### config.mk
export PLATFORM = sky130hd
export DESIGN_NAME = mem_bus_router
export DESIGN_NICKNAME = d
export VERILOG_FILES = /design/src/rtl/mem_bus_router.sv
export SDC_FILE = /design/constraint.sdc
export NUM_CORES = 1
export LEC_CHECK = 0
export ABC_AREA = 1
export CAP_MARGIN = 40
export CORE_MARGIN = 3
export CORE_UTILIZATION = 36
export CTS_BUF_LIST = sky130_fd_sc_hd__clkbuf_4
export DETAILED_ROUTE_END_ITERATION = 16
export PLACE_DENSITY = 0.8
export SLEW_MARGIN = 40
export SYNTH_ARGS = -nofsm -noshare
export SYNTH_HDL_FRONTEND = slang
export SYNTH_SLANG_ARGS = --single-unit
### constraint.sdc
create_clock -name clk_i -period 4.9 [get_ports clk_i]
set_clock_uncertainty 0.05 [all_clocks]
set_input_delay 0.98 -clock clk_i [delete_from_list [all_inputs] [get_ports clk_i]]
set_output_delay 0.98 -clock clk_i [all_outputs]
set_load 0.02 [all_outputs]
### src/rtl/mem_bus_router.sv
// mem_bus_router: decodes CPU memory-bus accesses onto one of NUM_SLAVES
// slave ports by base/mask. Each slave can stretch an access with its busy
// line, and a watchdog aborts any access that stays busy too long.
// Unmapped or aborted accesses return DEFAULT_RDATA, pulse err_o, record
// the failing address and bump a saturating error counter.
module mem_bus_router #(
    parameter int                         NUM_SLAVES    = 3,
    parameter logic [NUM_SLAVES*32-1:0]   SLV_BASE      = {32'h0040_0010, 32'h0040_0000, 32'h0000_0000},
    parameter logic [NUM_SLAVES*32-1:0]   SLV_MASK      = {32'hFFFF_FFF0, 32'hFFFF_FFF0, 32'hFFC0_0000},
    parameter logic [31:0]                DEFAULT_RDATA = 32'hDEAD_BEEF,
    parameter int                         TIMEOUT       = 255
) (
    input  logic                         clk_i,
    input  logic                         rst_i,
    input  logic [31:0]                  m_addr_i,
    input  logic                         m_rstrb_i,
    input  logic [3:0]                   m_wmask_i,
    input  logic [31:0]                  m_wdata_i,
    output logic [31:0]                  m_rdata_o,
    output logic                         m_busy_o,
    output logic [31:0]                  s_addr_o,
    output logic [31:0]                  s_wdata_o,
    output logic [NUM_SLAVES-1:0]        s_rstrb_o,
    output logic [NUM_SLAVES*4-1:0]      s_wmask_o,
    input  logic [NUM_SLAVES*32-1:0]     s_rdata_i,
    input  logic [NUM_SLAVES-1:0]        s_busy_i,
    output logic                         err_o,
    output logic [31:0]                  err_addr_o,
    output logic [15:0]                  err_cnt_o
);

    // The select value NUM_SLAVES stands for "unmapped", so the select
    // register needs one code beyond the last slave index.
    localparam int               SEL_W    = $clog2(NUM_SLAVES + 1);
    localparam logic [SEL_W-1:0] SEL_NONE = SEL_W'(NUM_SLAVES);
    // The watchdog fires in the busy cycle that would take the counter to
    // TIMEOUT, so an access is held busy for at most TIMEOUT cycles.
    localparam logic [7:0]       CNT_LAST = 8'(TIMEOUT - 1);

    typedef enum logic {
        S_IDLE,
        S_BUSY
    } state_t;

    state_t             state_q, state_d;
    logic [SEL_W-1:0]   sel_q;
    logic [SEL_W-1:0]   dec_sel;
    logic [31:0]        addr_q;
    logic [7:0]         cnt_q;
    logic [31:0]        err_addr_q;
    logic [15:0]        err_cnt_q;

    logic               sel_busy;
    logic [31:0]        sel_rdata;
    logic               mapped;
    logic               timeout_hit;
    logic               done;
    logic               abort;
    logic               req;
    logic               accept;

    assign s_addr_o   = m_addr_i;
    assign s_wdata_o  = m_wdata_i;
    assign err_addr_o = err_addr_q;
    assign err_cnt_o  = err_cnt_q;

    // Address decode: scan from the top so the lowest matching index wins.
    always_comb begin
        // NOTE: every signal assigned in a combinational block gets a default
        // first; a path that leaves it unassigned would infer a latch.
        dec_sel = SEL_NONE;
        for (int i = NUM_SLAVES - 1; i >= 0; i--) begin
            if ((m_addr_i & SLV_MASK[i*32 +: 32]) == SLV_BASE[i*32 +: 32]) begin
                dec_sel = SEL_W'(i);
            end
        end
    end

    // Pick the busy line and read data of the latched slave.
    always_comb begin
        sel_busy  = 1'b0;
        sel_rdata = DEFAULT_RDATA;
        for (int i = 0; i < NUM_SLAVES; i++) begin
            if (sel_q == SEL_W'(i)) begin
                sel_busy  = s_busy_i[i];
                sel_rdata = s_rdata_i[i*32 +: 32];
            end
        end
    end

    assign mapped      = (sel_q != SEL_NONE);
    assign timeout_hit = sel_busy && (cnt_q == CNT_LAST);
    assign done        = (state_q == S_BUSY) && (!mapped || !sel_busy || timeout_hit);
    assign abort       = done && mapped && sel_busy;
    assign req         = m_rstrb_i || (|m_wmask_i);
    assign accept      = !rst_i && req && ((state_q == S_IDLE) || done);

    // State register.
    always_ff @(posedge clk_i or posedge rst_i) begin
        if (rst_i) begin
            // NOTE: sequential state is updated with non-blocking assignments
            // so every register samples its inputs from before the edge.
            state_q <= S_IDLE;
        end else begin
            state_q <= state_d;
        end
    end

    // Next-state logic: a completion cycle can accept a new request directly.
    always_comb begin
        state_d = state_q;
        case (state_q)
            S_IDLE: if (accept) state_d = S_BUSY;
            S_BUSY: if (done)   state_d = accept ? S_BUSY : S_IDLE;
            default:            state_d = S_IDLE;
        endcase
    end

    // Outputs: strobe steering, CPU handshake, read-data mux and error pulse.
    always_comb begin
        s_rstrb_o = '0;
        s_wmask_o = '0;
        if (accept && (dec_sel != SEL_NONE)) begin
            for (int i = 0; i < NUM_SLAVES; i++) begin
                if (dec_sel == SEL_W'(i)) begin
                    s_rstrb_o[i]         = m_rstrb_i;
                    s_wmask_o[i*4 +: 4]  = m_wmask_i;
                end
            end
        end
        m_busy_o  = (state_q == S_BUSY) && !done;
        m_rdata_o = (mapped && !abort) ? sel_rdata : DEFAULT_RDATA;
        err_o     = done && (!mapped || abort);
    end

    // Transaction context: slave select, address and watchdog counter.
    always_ff @(posedge clk_i or posedge rst_i) begin
        if (rst_i) begin
            sel_q  <= '0;
            addr_q <= '0;
            cnt_q  <= '0;
        end else if (accept) begin
            sel_q  <= dec_sel;
            addr_q <= m_addr_i;
            cnt_q  <= '0;
        end else if ((state_q == S_BUSY) && sel_busy && !done) begin
            cnt_q  <= cnt_q + 8'd1;
        end
    end

    // Error bookkeeping: last failing address and a saturating count.
    always_ff @(posedge clk_i or posedge rst_i) begin
        if (rst_i) begin
            err_addr_q <= '0;
            err_cnt_q  <= '0;
        end else if (err_o) begin
            err_addr_q <= addr_q;
            if (err_cnt_q != 16'hFFFF) begin
                err_cnt_q <= err_cnt_q + 16'd1;
            end
        end
    end

endmodule
# == Word-level counts from Yosys, hierarchy flattened ==
# Cells that the tools add are included.
# op_classes
addsub,2
mul,0
div_mod_pow,0
magnitude_cmp,0
eq_ne,10
shift,0
muxes,23
n_bitwise,1
n_reduce_logical,28
# ops
op,count
two-way mux 32 bit,4
== test 28 x 19 -> 1 bit (second input constant),2
logical NOT 32 bit,1
adder 16 x 1 -> 16 bit (second input constant),1
two-way mux 8 bit,2
inequality test 16 bit (second input constant),1
logical AND 1 bit,12
two-way mux 12 bit,1
two-way mux 4 bit,3
two-way mux 1 bit,9
adder 8 x 1 -> 8 bit (second input constant),1
== test 8 bit (second input constant),1
logical NOT 1 bit,5
logical OR 1 bit,5
== test 2 x 1 -> 1 bit (second input constant),2
== test 2 bit (second input constant),2
logical NOT 2 bit,2
two-way mux 2 bit,2
inequality test 2 bit (second input constant),2
OR reduction 4 bit,1
two-way mux 3 bit,1
one-hot mux 1 bit (2 select lines),1
AND reduction 2 bit,1
nonzero test 2 bit,1
NOT 1 bit,1
# totals
register_bits,91
latchBits,0
ramBits,0
rom_bits,0
input_bits,170
output_inout_bits,161
word_cells,70
memories,0

# == Longest topological paths before layout ==
# depth
ltp_word,13
depth_mapped,14
mapped_depth_nobuf,12

# == Worst setup path before layout ==
# No wires, ideal clock.
# synth_path
path_type,input to output
startpoint,input rst_i
endpoint,output s_wmask_o[10]
t_arrival_ps,4074
t_required_ps,3870
path_slack_ps,-204
cell_stages,6
path_cell_list,inv_1 -> nand2_1 -> nor2_4 -> buf_2 -> nand3_1 -> nor2_1
# synth_via
elab_chain_cells,5
# synth_lines
element,line,source
start: declaration,14,"input logic rst_i,"
logical NOT 1 bit (no line),--,
logical AND 1 bit (2 in a row),96,assign accept = !rst_i && req && ((state_q == S_IDLE) || done);
logical AND 1 bit,123,if (accept && (dec_sel != SEL_NONE)) begin
two-way mux 12 bit,123,
end: declaration,24,"output logic [NUM_SLAVES*4-1:0] s_wmask_o,"
# No other way between the ends.

# == Worst setup path after layout ==
# layout_path
startpoint,input m_addr_i[22]
endpoint,output s_wmask_o[7]
# layout_via
elab_chain_cells,7
word_cells_on_any_way,11
cone_classes,eq/ne: 4; mux: 5; reduce/logical: 2
# layout_lines
element,line,source
start: declaration,15,"input logic [31:0] m_addr_i,"
== test 28 x 19 -> 1 bit,73,if ((m_addr_i & SLV_MASK[i*32 +: 32]) == SLV_BASE[i*32 +: 32]) begin
two-way mux 1 bit,73,
two-way mux 2 bit,73,
two-way mux 2 bit *,73,
== test 2 x 1 -> 1 bit or inequality test 2 bit (tied branches),"125, 123",
two-way mux 4 bit or logical AND 1 bit (tied branches),"125, 123",
two-way mux 12 bit *,123,
# Every way passes the cells marked *; elsewhere a longest branch is shown, timed or not.

==> implementation parameters <==
Parameter                              Value

Synthesis
  Post-synthesis cell count    between 700 and 800
  Cells taking the most area after synthesis    dfrtp_1, nand2_1, buf_4
  Netlist cell types    30
  Post-synthesis sequential area ratio    around 40%
  Number of register bits inferred by synthesis    a little over 90
  Netlist area before placement    about 0.0056 mm^2
  Synthesized netlist net count    around 950
  Top-area cell type share of the netlist area    40.4%
  Cell type with the largest total area after synthesis    dfrtp_1
  Syn_area_per_cell    between 7 and 8 um^2
  Count of yosys warnings during synthesis    0

Routing
  TritonRoute pass-1 iters    5
  Total via count in the routed design    around 5,800
  WL per Instance    around 15 um
  Initial DRC Count    362
  Total length of routed wires    17,500 um
  Number of nets still failing antenna checks after routing    0
  Routed vias/inst    4.85
  Drc violations    0

Critical path
  Category of the most critical setup path    primary input to output port
  Required time of the critical path    3.87 ns
  Arrival time worst endpoint    between 3 and 4 ns
  Highest fanout seen on the critical path    5
  Crit path launch type    primary input
  Worst setup EP type    output port

Global routing
  Pin count of the biggest net entering global routing    between 60 and 70
  Antenna violations before repair    1
  Wire length of the first global-routing pass    ~28,000 um
  Global Route Usage Sum    between 10% and 20%
  Vias in the first global route    ~5,500
  Global route overflow    0

Floorplan
  Top-level port count    331
  Die span in y    131 um
  Starting utilization of the core area    a little under two fifths
  Die footprint    roughly 0.017 mm^2
  Placeable core region    roughly 0.015 mm^2
  Horiz. Die Dim    ~130 um
  Std cell rows    45

Min path
  Type of the tightest min-delay check    register to register

Job
  Maximum capacitance violations    0

CTS
  CTS H-Tree Depth    3
  Number of buffers inserted by hold repair at cts    0
  Clk slew on worst S/H paths    approximately 0.17 ns
  Clock insertion delay at the later pin of the skew report    ~0.46 ns
  Maximum root-to-sink buffer count    2
  Number of buffers inserted by post-CTS setup repair    0
  Root Driver    clkbuf_4
  Number of sinks on the clock net    between 90 and 100
  TritonCTS clock tree    yes
  Post-cts repair resize count    0
  Total CTS buffers    9

Placed design
  Port Buffers    about 270
  DP HPWL    ~13,000 um
  Routability cong.    between 0.8 and 0.9
  Area of placed instances    about 0.008 mm^2
  Minimum setup slack after placement    0.631 ns

Power
  P_sw    roughly 1.5 mW
  Static leakage    roughly 3.6 nW
  Sw Ratio    between 40% and 50%
  Total chip power    approximately 3.3 mW
  Pwr/cell area    just over 400 mW/mm^2
  Seq pwr share    33.7%
  Internal portion of total power    1.84 mW
  Share of total power in the clock network    around an eighth
  Combinational power share    about 54%
  Worst vdd rail ir drop    around 0.19 mV

Cells and area
  Finished Cell Area    0.00814 mm^2
  Most common library cell in the layout ignoring fill and taps    nand2_1
  Area added between synthesis and finish    44.4%
  Fraction of layout instances using a drive strength above 1    between 5 and 6%
  Commonest non-fill, non-tap cells in the layout    nand2_1, clkdlybuf4s50_1, dfrtp_1
  Nets    ~1,100

STA
  Fin Setup TNS    0 ns
  Hold Vio Cnt, Final    0
  Minimum clock period after layout    4.26 ns
  Count of pins over their slew limit    0
  Final critical-path share of the clock period    ~87%
  Relative slew slack    roughly half
  Finish-stage setup viols    0
  Setup repair after global routing missed its margin    no
  Max frequency    roughly 230 MHz
  Worst hold margin    0.440 ns
  Setup ws final    between 0.6 and 0.7 ns
  Transition time of the tightest slew-check pin    roughly 0.74 ns

Run status
  Run status    finished, final reports clean
==> routing by layer <==
metal	vias up	global-route usage (%)	share of wire, %
met1	2668	26.4	45
met5	-	0	0
met4	0	6.53	1.8
li1	2828	-	-
met2	236	31.2	45
met3	26	6.51	8.3
==> through the flow <==
stage          cells  utilization [%]
6_report        1187             53.3
5_1_grt         1187             53.3
4_1_cts         1186             53.3
3_5_place_dp    1170             52.4
3_3_place_gp    1170             52.4
2_1_floorplan    780                -
==> cell families (layout without fill, tap and decap cells) <==
| family | after synthesis | in the layout | share of synthesized area (%) |
|---|---|---|---|
| buffers and inverters | 160 | 355 | 15.8 |
| adder cells (fa/ha/maj) | 3 | 3 | 0.666 |
| other | 0 | 1 | 0 |
| XOR/XNOR | 11 | 11 | 1.71 |
| AND/OR/NAND/NOR | 441 | 441 | 34.0 |
| AO/OA/AOI/OAI | 74 | 74 | 7.44 |
| flip-flops | 91 | 91 | 40.4 |
==> cell type report <==
type                            instances  area, um^2
Inverter                               63         240
Clock inverter                          7        72.6
Tap cell                              211         264
Multi-Input combinational cell        529        2480
Sequential cell                        91        2280
Antenna cell                            1        2.50
Fill cell                            1417        7120
Timing Repair Buffer                  276        2740
Clock buffer                            9        67.6
==> flip-flops by register name (all words and copies together), names as in the netlist <==
name and flops:
state_q 1, addr_q 32, err_cnt_o 16, err_addr_o 32, cnt_q 8, sel_q 2
==> power groups by stage <==
stage | sequential [mW] | clock (mW) | combinational [mW]
3_5_place_dp | 1.13 | 0 | 1.78
5_1_grt | 1.15 | 0.466 | 1.92
2_1_floorplan | 1.25 | 0 | 0.895
3_3_place_gp | 1.12 | 0 | 1.76
6_report | 1.11 | 0.419 | 1.77
4_1_cts | 1.12 | 0.437 | 1.79
==> synth_stat cells, drive strengths merged <==
| cell type | n |
|---|---|
| clkbuf | 11 |
| a31oi | 8 |
| xnor2 | 5 |
| nand3 | 43 |
| nor3 | 4 |
| xor2 | 6 |
| nor2 | 51 |
| nor4 | 1 |
| a21oi | 1 |
| inv | 63 |
| o21ai | 54 |
| o22ai | 1 |
| nand4 | 39 |
| buf | 86 |
| nand2 | 303 |
| o221ai | 10 |
| ha | 3 |
| dfrtp | 91 |
==> path summary, 6_finish.rpt <==
path | startpoint | endpoint | slack [ns] | depth (start not counted)
worst min register to register | addr_q[30]$_DFFE_PP0P_ | err_addr_o[30]$_DFFE_PP0P_ | 0.44 | 2
worst max register to register | err_cnt_o[0]$_DFFE_PP0P_ | err_cnt_o[13]$_DFFE_PP0P_ | 2.64 | 7
max in group asynchronous | rst_i | addr_q[9]$_DFFE_PP0P_ | 2.69 | 4
worst max-delay path | m_addr_i[22] | s_wmask_o[7] | 0.64 | 10
min in group asynchronous | rst_i | err_cnt_o[1]$_DFFE_PP0P_ | 1.03 | 3
worst min-delay path | addr_q[30]$_DFFE_PP0P_ | err_addr_o[30]$_DFFE_PP0P_ | 0.44 | 2
==> critical path, cell delays in order <==
cell and delay [ns]:
clkdlybuf4s50_1 0.58, nand2_1 0.08, nor2_1 0.12, nand2_1 0.06
nor2_1 0.19, nand3_1 0.13, nand2_1 0.16, nand3_1 0.11
nor2_1 0.18, clkdlybuf4s50_1 0.64
No activity file was read; power rests on OpenSTA's default activity.
